--- src/rtl/cpu_types_pkg.sv ---
// Shared CPU types: icache FSM state and frame layout.
// Frame tag is sized for the smallest index (30 bits); unused MSBs stay zero.
package cpu_types_pkg;

  typedef enum logic {
    IDLE  = 1'b0,
    FETCH = 1'b1
  } icache_state_t;

  typedef struct packed {
    logic        valid;
    logic [29:0] tag;
    logic [31:0] data;
  } icache_frame_t;

endpackage

--- src/rtl/icache.sv ---
// Direct-mapped read-only instruction cache, one word per frame.
// Ports: CLK/nRST, datapath imemREN/imemaddr -> ihit/imemload,
// memory side iREN/iaddr -> iwait/iload.
module icache
  import cpu_types_pkg::*;
#(
  parameter int NSETS = 16
) (
  input  logic        CLK,
  input  logic        nRST,
  input  logic        imemREN,
  input  logic [31:0] imemaddr,
  output logic        ihit,
  output logic [31:0] imemload,
  output logic        iREN,
  output logic [31:0] iaddr,
  input  logic        iwait,
  input  logic [31:0] iload
);

  localparam int IDX_W = $clog2(NSETS);
  localparam int TAG_W = 30 - IDX_W;

  icache_state_t state, state_n;
  logic [31:0] miss_addr;
  logic [NSETS-1:0] valid;
  logic [29:0] tags [NSETS];
  logic [31:0] data [NSETS];

  logic [IDX_W-1:0] idx, fill_idx;
  logic [TAG_W-1:0] tag, fill_tag;
  icache_frame_t frame;
  logic hit, fill;
  logic unused_bits;

  assign idx      = imemaddr[IDX_W+1:2];
  assign tag      = imemaddr[31:IDX_W+2];
  assign fill_idx = miss_addr[IDX_W+1:2];
  assign fill_tag = miss_addr[31:IDX_W+2];

  // The low address bits only select bytes within a word.
  assign unused_bits = ^{imemaddr[1:0], miss_addr[1:0]};

  assign frame = '{
    valid: valid[idx],
    tag:   tags[idx],
    data:  data[idx]
  };

  assign hit = imemREN & frame.valid
             & (frame.tag == 30'(tag));

  always_comb begin
    state_n  = state;
    ihit     = 1'b0;
    imemload = 32'h0;
    iREN     = 1'b0;
    iaddr    = 32'h0;
    fill     = 1'b0;
    unique case (state)
      IDLE: begin
        ihit = hit;
        if (hit) imemload = frame.data;
        if (imemREN && !hit) state_n = FETCH;
      end
      FETCH: begin
        iREN  = 1'b1;
        iaddr = {miss_addr[31:2], 2'b00};
        // No forwarding: the word is seen
        // through a hit on the next cycle.
        if (!iwait) begin
          fill    = 1'b1;
          state_n = IDLE;
        end
      end
      default: state_n = IDLE;
    endcase
  end

  always_ff @(posedge CLK or negedge nRST) begin
    if (!nRST) begin
      state     <= IDLE;
      miss_addr <= 32'h0;
      valid     <= '0;
    end else begin
      state <= state_n;
      if (state == IDLE && state_n == FETCH)
        miss_addr <= imemaddr;
      if (fill)
        valid[fill_idx] <= 1'b1;
    end
  end

  // Tag/data need no reset; valid gates them.
  always_ff @(posedge CLK) begin
    if (fill) begin
      tags[fill_idx] <= 30'(fill_tag);
      data[fill_idx] <= iload;
    end
  end

endmodule

--- config.mk ---
export PLATFORM = sky130hd
export DESIGN_NAME = icache
export DESIGN_NICKNAME = d
export VERILOG_FILES = /design/src/rtl/cpu_types_pkg.sv /design/src/rtl/icache.sv
export SDC_FILE = /design/constraint.sdc
export NUM_CORES = 1
export LEC_CHECK = 0
export BUFFER_PORTS_ARGS = -buffer_cell sky130_fd_sc_hd__buf_2
export CELL_PAD_IN_SITES_DETAIL_PLACEMENT = 1
export CELL_PAD_IN_SITES_GLOBAL_PLACEMENT = 2
export CORE_MARGIN = 2
export CORE_UTILIZATION = 52
export CTS_BUF_LIST = sky130_fd_sc_hd__clkbuf_2
export DETAILED_ROUTE_END_ITERATION = 8
export PLACE_DENSITY = 0.83
export SLEW_MARGIN = 10
export SYNTH_ARGS = -nofsm -noshare
export SYNTH_HDL_FRONTEND = slang
export SYNTH_SLANG_ARGS = --single-unit
--- constraint.sdc ---
create_clock -name CLK -period 6.5 [get_ports CLK]
set_input_delay 0.975 -clock CLK [delete_from_list [all_inputs] [get_ports CLK]]
set_output_delay 0.975 -clock CLK [all_outputs]
set_load 0.05 [all_outputs]
==> results of run 1 <==
## what timing repair did
action / in CTS / in global routing
hold buffers: 60 / 0
hold endpoints to repair: 586 / 0
endpoints found under the setup margin: 23 / 0
gates resized for setup: 2 / 0
## worst max-delay path, delay by kind of cell
| kind | cells | cell delay [ns] |
|---|---|---|
| and+or+nand+nor | 4 | 1.28 |
| muxes | 1 | 0.58 |
| buffers and inverters | 4 | 1.44 |
| AOI/OAI and AO/OA | 3 | 0.56 |
| xor gates and xnor gates | 1 | 0.34 |
## worst paths after layout
path	cells after the start	from	to	slack [ns]
max	13	imemaddr[4]	imemload[22]	0.22
max in group asynchronous	3	nRST	valid[6]	5.62
min in group asynchronous	3	nRST	miss_addr[8]	0.26
max reg2reg	10	tags[11][14]	miss_addr[12]	2.38
min	2	imemaddr[2]	miss_addr[2]	0.16
min reg2reg	1	valid[10]	valid[10]	0.48
## metal layers
metal  vias up  share of wire  routed length (um)  track usage
met5         -        0.00042                  38            0
met4         6          0.026                2390       0.0934
met3       178          0.057                5130       0.0532
met2       688           0.51               46200        0.410
met1     10000           0.41               37100        0.335
li1       7914              -                   -            -
## synth_stat cells (3+ instances only)
library cell	count
buf_1	13
clkbuf_1	33
buf_6	5
mux2i_1	63
a211oi_1	6
buf_4	14
mux2_4	29
nor3_1	5
o22ai_1	15
o2bb2ai_1	3
dfrtp_1	47
o21ai_0	5
a21oi_1	7
xor2_1	17
mux4_2	241
a221oi_1	10
nor4_1	3
buf_2	21
nand2b_1	9
nand2_1	17
and2_1	63
nor2b_1	10
xnor2_1	22
nor2_1	25
mux2_2	27
or2_2	17
edfxtp_1	928
nand3_1	3
## sequential cells by signal, indices dropped and copies added, names as in the netlist
name and cells:
data 512, tags 416, miss_addr 30, valid 16, state 1
## per-stage QoR
step                      hold WS, ns  worst slack [ns]
final                           0.157             0.220
after global routing           0.0499            0.0152
after CTS                     0.00937            0.0679
after detailed placement        0.454             0.162
after global placement          0.446             0.269
after floorplan                 0.434             0.462
## cell usage in the layout, fill, tap and decap left out, types with 22 or more instances in the layout
cell type        n
mux4_2         241
buf_4           32
mux2_2          27
buf_2          125
edfxtp_1       928
clkbuf_2       352
and2_1          63
mux2i_1         63
mux2_4          29
clkinv_1        41
dfrtp_1         47
xnor2_1         22
dlygate4sd3_1   60
## report_power, final
group	switching [mW]	internal, mW	total [mW]
registers	0.249	7.26	7.51
logic	0.639	0.457	1.10
clock network	2.38	1.44	3.81
total	3.26	9.15	12.4
## final cells by class
class | instances | share of cell area
clock inverter | 57 | 0.00573
multi-input combinational | 622 | 0.202
inverter | 2 | 0.000206
timing repair buffer | 231 | 0.0406
tap | 959 | 0.0282
antenna | 1 | 0.0000587
clock buffer | 352 | 0.0414
sequential | 975 | 0.682
## logic make-up (layout without fill, tap and decap cells)
| kind of cell | after synthesis | count (layout) | share of synthesized area |
|---|---|---|---|
| flops | 975 | 975 | 0.765 |
| simple gates | 162 | 162 | 0.0239 |
| xor+xnor | 39 | 39 | 0.00900 |
| other cells | 1 | 3 | 0.0000988 |
| compound gates | 59 | 59 | 0.0112 |
| mux | 360 | 360 | 0.179 |
| buf+inv | 89 | 642 | 0.0119 |
==> results.toml, run 1 <==
[run_status]
status = "finished, final reports clean"

[sta]
fmax_ghz = 0.159
final.setup.tns_ns = 0
worst_pin_slew_ns = 1.22
hold_viol_final = 0
fin_crit_sh = 0.966
finalClockSkew_ns = 0.100
slew_violations = 0
setup_viol = 0
rsz0062_at_grt = "false"
post-route-min-period_ns = 6.28
slew_headroom = 0.185

[synthesis]
synth_cell_types = 49
yosys_warnings = 0
synth.avg_cell_area_um2 = 22.5
synth_edf_count = 928
synth.cell_area_um2 = 38000
ys_top_cells_by_area = "edfxtp_1 73%, mux4_2 14%, dfrtp_1 3.1%"
synth_ff_type = "edfxtp_1"
synth_top_area_frac = 0.734
async_reset_ff_frac = 0.0482
yosysSeqAreaShare = 0.765
synth_top_area_cell = "edfxtp_1"
syn_inst = 1685
synth-seq-cells = 975

[flow_run]
max-cap-violations = 0

[min_path]
hold_class = "primary input to register"

[setup_path]
crit_type = "primary input to output pin"
crit_fanout = 41
crit_chain = "buf_6 > buf_4 > mux4_2 > and2_0 > a211oi_1 > a21oi_1 > xnor2_1 > o2111ai_1 > nor4_1 > and3_4 > buf_12 > and2_1 > buf_2"
worstPathRequired_ns = 5.52
worst_setup_path_start_kind = "primary input"
arrival_ns = 5.31
slowest_delay_ns = 0.62
slowest_stage = "buf_4"
endpoint_kind = "output pin"

[power_and_ir_drop]
leakage_nw = 14.4
peakVddDrop_mv = 0.147
power_mw = 12.4
power.density_nw_per_um2 = 291

[place]
gp_congestion = 0.737
hpwlAfterDp_um = 48100
dpl.cell_count = 2729
placed_area_um2 = 40000
io_buffers = 129

[drt]
routed_via_density = 5.87
drtAntennaViolNets = 0
firstDrtPassIters = 5
drc = 0
finalWirelength_um = 90800
vias = 18800
drtIter0Drc = 1521
wire_per_inst_um = 28.4

[final_layout]
syn_to_final_growth_pct = 12.2
post-route-util = 0.587
fillCellCount = 6391
final_area_um2 = 42600
drive_gt1_frac = 0.391
final_nets = 2132
layout.cells.non_filler = 3199
multi_input_area_um2 = 8610
regArea_um2 = 29000

[global_route]
grt_pass1_wl_um = 135000
grt_pass1_vias = 20800
antenna_found_initial = 4
grtUsageTotal = 0.251
overflow = 0
grt_max_degree = 65

[die]
dieArea_um2 = 75200
io_pins = 134
die_h_um = 274
core_area_um2 = 72600
rows = 99
die_w_um = 274
start_util = 0.523

[clock_tree]
clock-sinks = 975
cts_root_buf = "clkbuf_2"
clk_pin_slew_ns = 0.10
cts_setup_buffers = 0
clk_latency_ns = 1.43
cts-buffers-inserted = 232
cts_tree = "done"
max-clock-path-buffers = 3
cts_max_level = 4
(Power assumes the default switching activity.)
==> run 2, diff against run 1 <==
--- a/config.mk
+++ b/config.mk
@@ -10,7 +10,7 @@
 export CELL_PAD_IN_SITES_GLOBAL_PLACEMENT = 2
 export CORE_MARGIN = 2
 export CORE_UTILIZATION = 52
-export CTS_BUF_LIST = sky130_fd_sc_hd__clkbuf_2
+export CTS_BUF_LIST = sky130_fd_sc_hd__clkbuf_2 sky130_fd_sc_hd__clkbuf_4 sky130_fd_sc_hd__clkbuf_8
 export DETAILED_ROUTE_END_ITERATION = 8
 export PLACE_DENSITY = 0.83
 export SLEW_MARGIN = 10
==> run 2 against run 1 <==
Against the previous run:
- sequential power about the same
- global-route usage is 0.066 points lower
- core utilization up 0.78 points
- die area unchanged
- largest cell class unchanged
==> results.toml, run 2 (synthesized netlist as in run 1, its figures left out) <==
[clock_tree]
clk_pin_slew_ns = 0.06
cts_setup_buffers = 0
cts-buffers-inserted = 159
cts_root_buf = "clkbuf_8"
cts_tree = "done"
cts_max_level = 4
clock-sinks = 975
post_cts_resized = 0
clk_latency_ns = 0.79
ctsHoldBuffers = 0
max-clock-path-buffers = 3

[global_route]
antenna_found_initial = 9
grt_pass1_wl_um = 134000
grt-busiest-layer = "met2"
use_met1 = 0.340
grt_max_degree = 65
grtUsageMet2 = 0.403
overflow = 0
grtUsageTotal = 0.250
grtUsageMet3 = 0.0516
grt_pass1_vias = 20100

[sta]
rsz0062_at_grt = "false"
hold_viol_final = 0
finalClockSkew_ns = 0.0309
final.setup.tns_ns = 0
fin_crit_sh = 0.955
worst_slack_ns = 0.292
hold_ws_ns = 0.363
setup_viol = 0
slew_headroom = 0.198
fmax_ghz = 0.161
slew_violations = 0
worst_pin_slew_ns = 1.20
post-route-min-period_ns = 6.21

[place]
placed_area_um2 = 40000
io_buffers = 129
hpwlAfterDp_um = 48100
dpl.cell_count = 2729
gp_congestion = 0.737
preCtsSetupSlack_ns = 0.162

[setup_path]
r2r_setup_slack_ns = 2.34
worst_setup_path_start_kind = "primary input"
worstPathRequired_ns = 5.52
arrival_ns = 5.23
crit_type = "primary input to output pin"
timing.rr.end = "miss_addr[24]"
reg2reg_from = "tags[7][14]"
reg2reg_depth = 10
endpoint_kind = "output pin"
crit_fanout = 41

[power_and_ir_drop]
p_int_mw = 10.6
leakage_nw = 14.3
sw_frac_of_total = 0.237
power_mw = 13.9
comb_power_share = 0.077
power.density_nw_per_um2 = 321
p_switching_mw = 3.28
peakVddDrop_mv = 0.204
pwr-share-clk = 0.380
seq_power_share = 0.543

[die]
rows = 99
io_pins = 134
die_h_um = 274
die_w_um = 274
dieArea_um2 = 75200
start_util = 0.523
core_area_um2 = 72600

[drt]
finalWirelength_um = 90300
drc = 0
vias = 18300
firstDrtPassIters = 7
routed_via_density = 6.05
drtAntennaViolNets = 0
wire_per_inst_um = 29.9
drtIter0Drc = 1626

[final_layout]
regArea_um2 = 29000
regMostFlops = "data"
largest_reg_flops = 512
post-route-util = 0.595
fillCellCount = 6159
final_nets = 1999
syn_to_final_growth_pct = 13.7
final_area_um2 = 43200
layout.cells.non_filler = 3023
multi_input_area_um2 = 8600
largestRegisters = "data (512), tags (416), miss_addr (30)"
layout_commonest_cell = "edfxtp_1"
layout_common_cells = "928 x edfxtp_1, 241 x mux4_2, 168 x clkbuf_8, 125 x buf_2"
drive_gt1_frac = 0.370

[flow_run]
max-cap-violations = 0

[min_path]
hold_class = "primary input to asynchronous set/reset pin"

[run_status]
status = "finished, final reports clean"
-- run 2: cell types whose count changed in the layout (fill, tap and decap cells not counted), sizes merged --
cell	before	now
bufinv	0	3
clkbuf	352	230
clkinv	48	52
diode	1	2
inv	7	5
dlygate4sd3	60	0
-- run 2: worst max-delay path by stage --
stage / from / to / slack [ns]
after detailed placement: imemaddr[4] / imemload[22] / 0.16
after CTS: imemaddr[4] / imemload[23] / 0.14
final: imemaddr[4] / imemload[22] / 0.29
after global placement: imemaddr[4] / imemload[31] / 0.27
after global routing: imemaddr[4] / imemload[4] / 0.10
after floorplan: iwait / valid[0] / 0.46
-- run 2: final cells by class --
type                    count  share of cell area
flip-flops and latches    975               0.673
multi-input cells         622               0.199
clock buffers             230              0.0644
clock inverters            62             0.00907
inverters                   2            0.000203
well taps                 959              0.0278
diodes                      2            0.000116
repair buffers            171              0.0263
-- run 2: worst max-delay path: stages --
cell,delay (ns)
buf_6,0.37
buf_6,0.48
mux4_2,0.56
and2_0,0.18
a211oi_1,0.26
a21oi_1,0.08
xnor2_1,0.33
o2111ai_1,0.23
nor4_1,0.47
and3_2,0.57
buf_12,0.22
and2_1,0.14
buf_2,0.26
-- run 2: routing by layer --
metal  up-vias  part of all wire
met4        12             0.031
met3       208             0.059
met2       673              0.50
met1      9854              0.41
met5         -           0.00083
li1       7543                 -
-- run 2: power by group through the flow --
stage	logic (mW)	clock network (mW)	registers, mW
after floorplan	0.730	0	7.55
after global placement	1.05	0	7.61
after detailed placement	1.08	0	7.66
after CTS	1.08	5.38	7.53
after global routing	1.14	5.64	7.56
final	1.07	5.27	7.52
==> run 3, diff against run 2 <==
--- a/config.mk
+++ b/config.mk
@@ -12,7 +12,7 @@
 export CORE_UTILIZATION = 52
 export CTS_BUF_LIST = sky130_fd_sc_hd__clkbuf_2 sky130_fd_sc_hd__clkbuf_4 sky130_fd_sc_hd__clkbuf_8
 export DETAILED_ROUTE_END_ITERATION = 8
-export PLACE_DENSITY = 0.83
+export PLACE_DENSITY_LB_ADDON = 0.1
 export SLEW_MARGIN = 10
 export SYNTH_ARGS = -nofsm -noshare
 export SYNTH_HDL_FRONTEND = slang
==> run 3 against run 2 <==
Against the previous run:
- via count down 1.0%
- hold slack worse by 0.0065 ns
- non-clock buffer count up 7
- maximum frequency up 1.2%
- critical path depth down 2
- sequential share of layout area up 0.10 points
- register-to-register slack better by 0.28 ns
- core utilization down 0.088 points
- critical endpoint unchanged
- largest cell class unchanged
- highest routed layer unchanged
==> results.toml, run 3 (synthesized netlist as in run 1, its figures left out) <==
[place]
hpwlAfterDp_um = 46900
io_buffers = 129
gp_congestion = 0.747

[sta]
fmax_ghz = 0.163
slew_headroom = 0.218
setup_viol = 0
final.setup.tns_ns = 0
slew_violations = 0
post-route-min-period_ns = 6.14
rsz0062_at_grt = "false"
worst_pin_slew_ns = 1.17
hold_viol_final = 0
finalClockSkew_ns = 0.0284
fin_crit_sh = 0.944
hold_ws_ns = 0.357

[setup_path]
worst_setup_path_start_kind = "primary input"
slowest_delay_ns = 0.60
crit_top_cell = "mux4_2"
crit_type = "primary input to output pin"
arrival_ns = 5.16
worstPathRequired_ns = 5.52
crit_chain = "buf_6 > mux4_2 > mux4_2 > xor2_1 > nor3_1 > or4b_1 > a2111oi_2 > and3_2 > buf_12 > and2_1 > buf_2"
cp_top_family = "simple AND/OR/NAND/NOR gates"
endpoint_kind = "output pin"
crit_fanout = 38
crit_buf_inv = 3
slowest_stage = "or4b_1"

[drt]
routed_via_density = 5.99
drtIter0Drc = 1525
drc = 0
finalWirelength_um = 90100
wire_per_inst_um = 29.8
vias = 18100
drtAntennaViolNets = 0
firstDrtPassIters = 5

[final_layout]
layout_commonest_cell = "edfxtp_1"
largest_reg_flops = 512
layout_common_cells = "928 x edfxtp_1, 241 x mux4_2, 172 x clkbuf_8, 126 x buf_2"
largestRegisters = "data (512), tags (416), miss_addr (30)"
regMostFlops = "data"
fillCellCount = 6184
drive_gt1_frac = 0.370
syn_to_final_growth_pct = 13.5
final_nets = 2005

[power_and_ir_drop]
peakVddDrop_mv = 0.185
leakage_nw = 14.3
power_mw = 13.7
power.density_nw_per_um2 = 318

[clock_tree]
cts_max_level = 4
max-clock-path-buffers = 3
clock-sinks = 975
cts_root_buf = "clkbuf_8"
cts_setup_buffers = 0
post_cts_resized = 0
clk_pin_slew_ns = 0.06
cts_tree = "done"
clk_latency_ns = 0.79
cts-buffers-inserted = 158
ctsHoldBuffers = 0

[die]
core_area_um2 = 72600
rows = 99
io_pins = 134
dieArea_um2 = 75200
die_w_um = 274
start_util = 0.523
die_h_um = 274

[global_route]
overflow = 0
grt_pass1_vias = 19600
grt_max_degree = 100
antenna_found_initial = 11
grtUsageTotal = 0.248
grt_pass1_wl_um = 132000

[flow_run]
max-cap-violations = 0

[min_path]
hold_class = "primary input to asynchronous set/reset pin"

[run_status]
status = "finished, final reports clean"
-- run 3: metal layers --
metal  share of wire  wire (um)  global-route usage
met5         0.00084         76                   0
met3           0.047       4270              0.0448
met2            0.50      45300               0.402
met1            0.43      38500               0.347
met4           0.021       1870              0.0797
-- run 3: cell type report --
| cell class | count | area (um2) | share of cell area |
|---|---|---|---|
| multi-input cells | 622 | 8600 | 0.200 |
| flip-flops and latches | 975 | 29000 | 0.674 |
| inverters | 2 | 10.0 | 0.000232 |
| clock buffers | 234 | 2830 | 0.0657 |
| well taps | 959 | 1200 | 0.0278 |
| clock inverters | 50 | 246 | 0.00572 |
| diodes | 5 | 12.5 | 0.000290 |
| repair buffers | 178 | 1150 | 0.0267 |
-- run 3: path summary, 6_finish.rpt --
check / startpoint / to / slack (ns) / cells past startpoint
setup / recovery: imemaddr[4] / imemload[22] / 0.36 / 11
hold / removal: nRST / miss_addr[18] / 0.36 / 2
setup reg to reg: tags[10][14] / miss_addr[5] / 2.62 / 9
hold reg to reg: valid[6] / valid[6] / 0.46 / 1
max in group asynchronous: nRST / miss_addr[27] / 5.58 / 2
min in group CLK: iwait / state / 0.45 / 2
-- run 3: per-stage QoR --
stage	utilization	setup WS, ns	instances	cell area (um2)
4_1_cts	0.594	0.266	3020	43100
6_report	0.594	0.363	3025	43100
5_1_grt	0.594	0.143	3023	43100
3_5_place_dp	0.551	0.290	2736	40000
2_1_floorplan	-	0.462	1686	38000
3_3_place_gp	0.551	0.358	2736	40000
-- run 3: power by group --
part | switching [mW] | total [mW] | internal [mW]
logic | 0.634 | 1.07 | 0.434
clock network | 2.32 | 5.14 | 2.82
registers | 0.240 | 7.51 | 7.27
total | 3.19 | 13.7 | 10.5
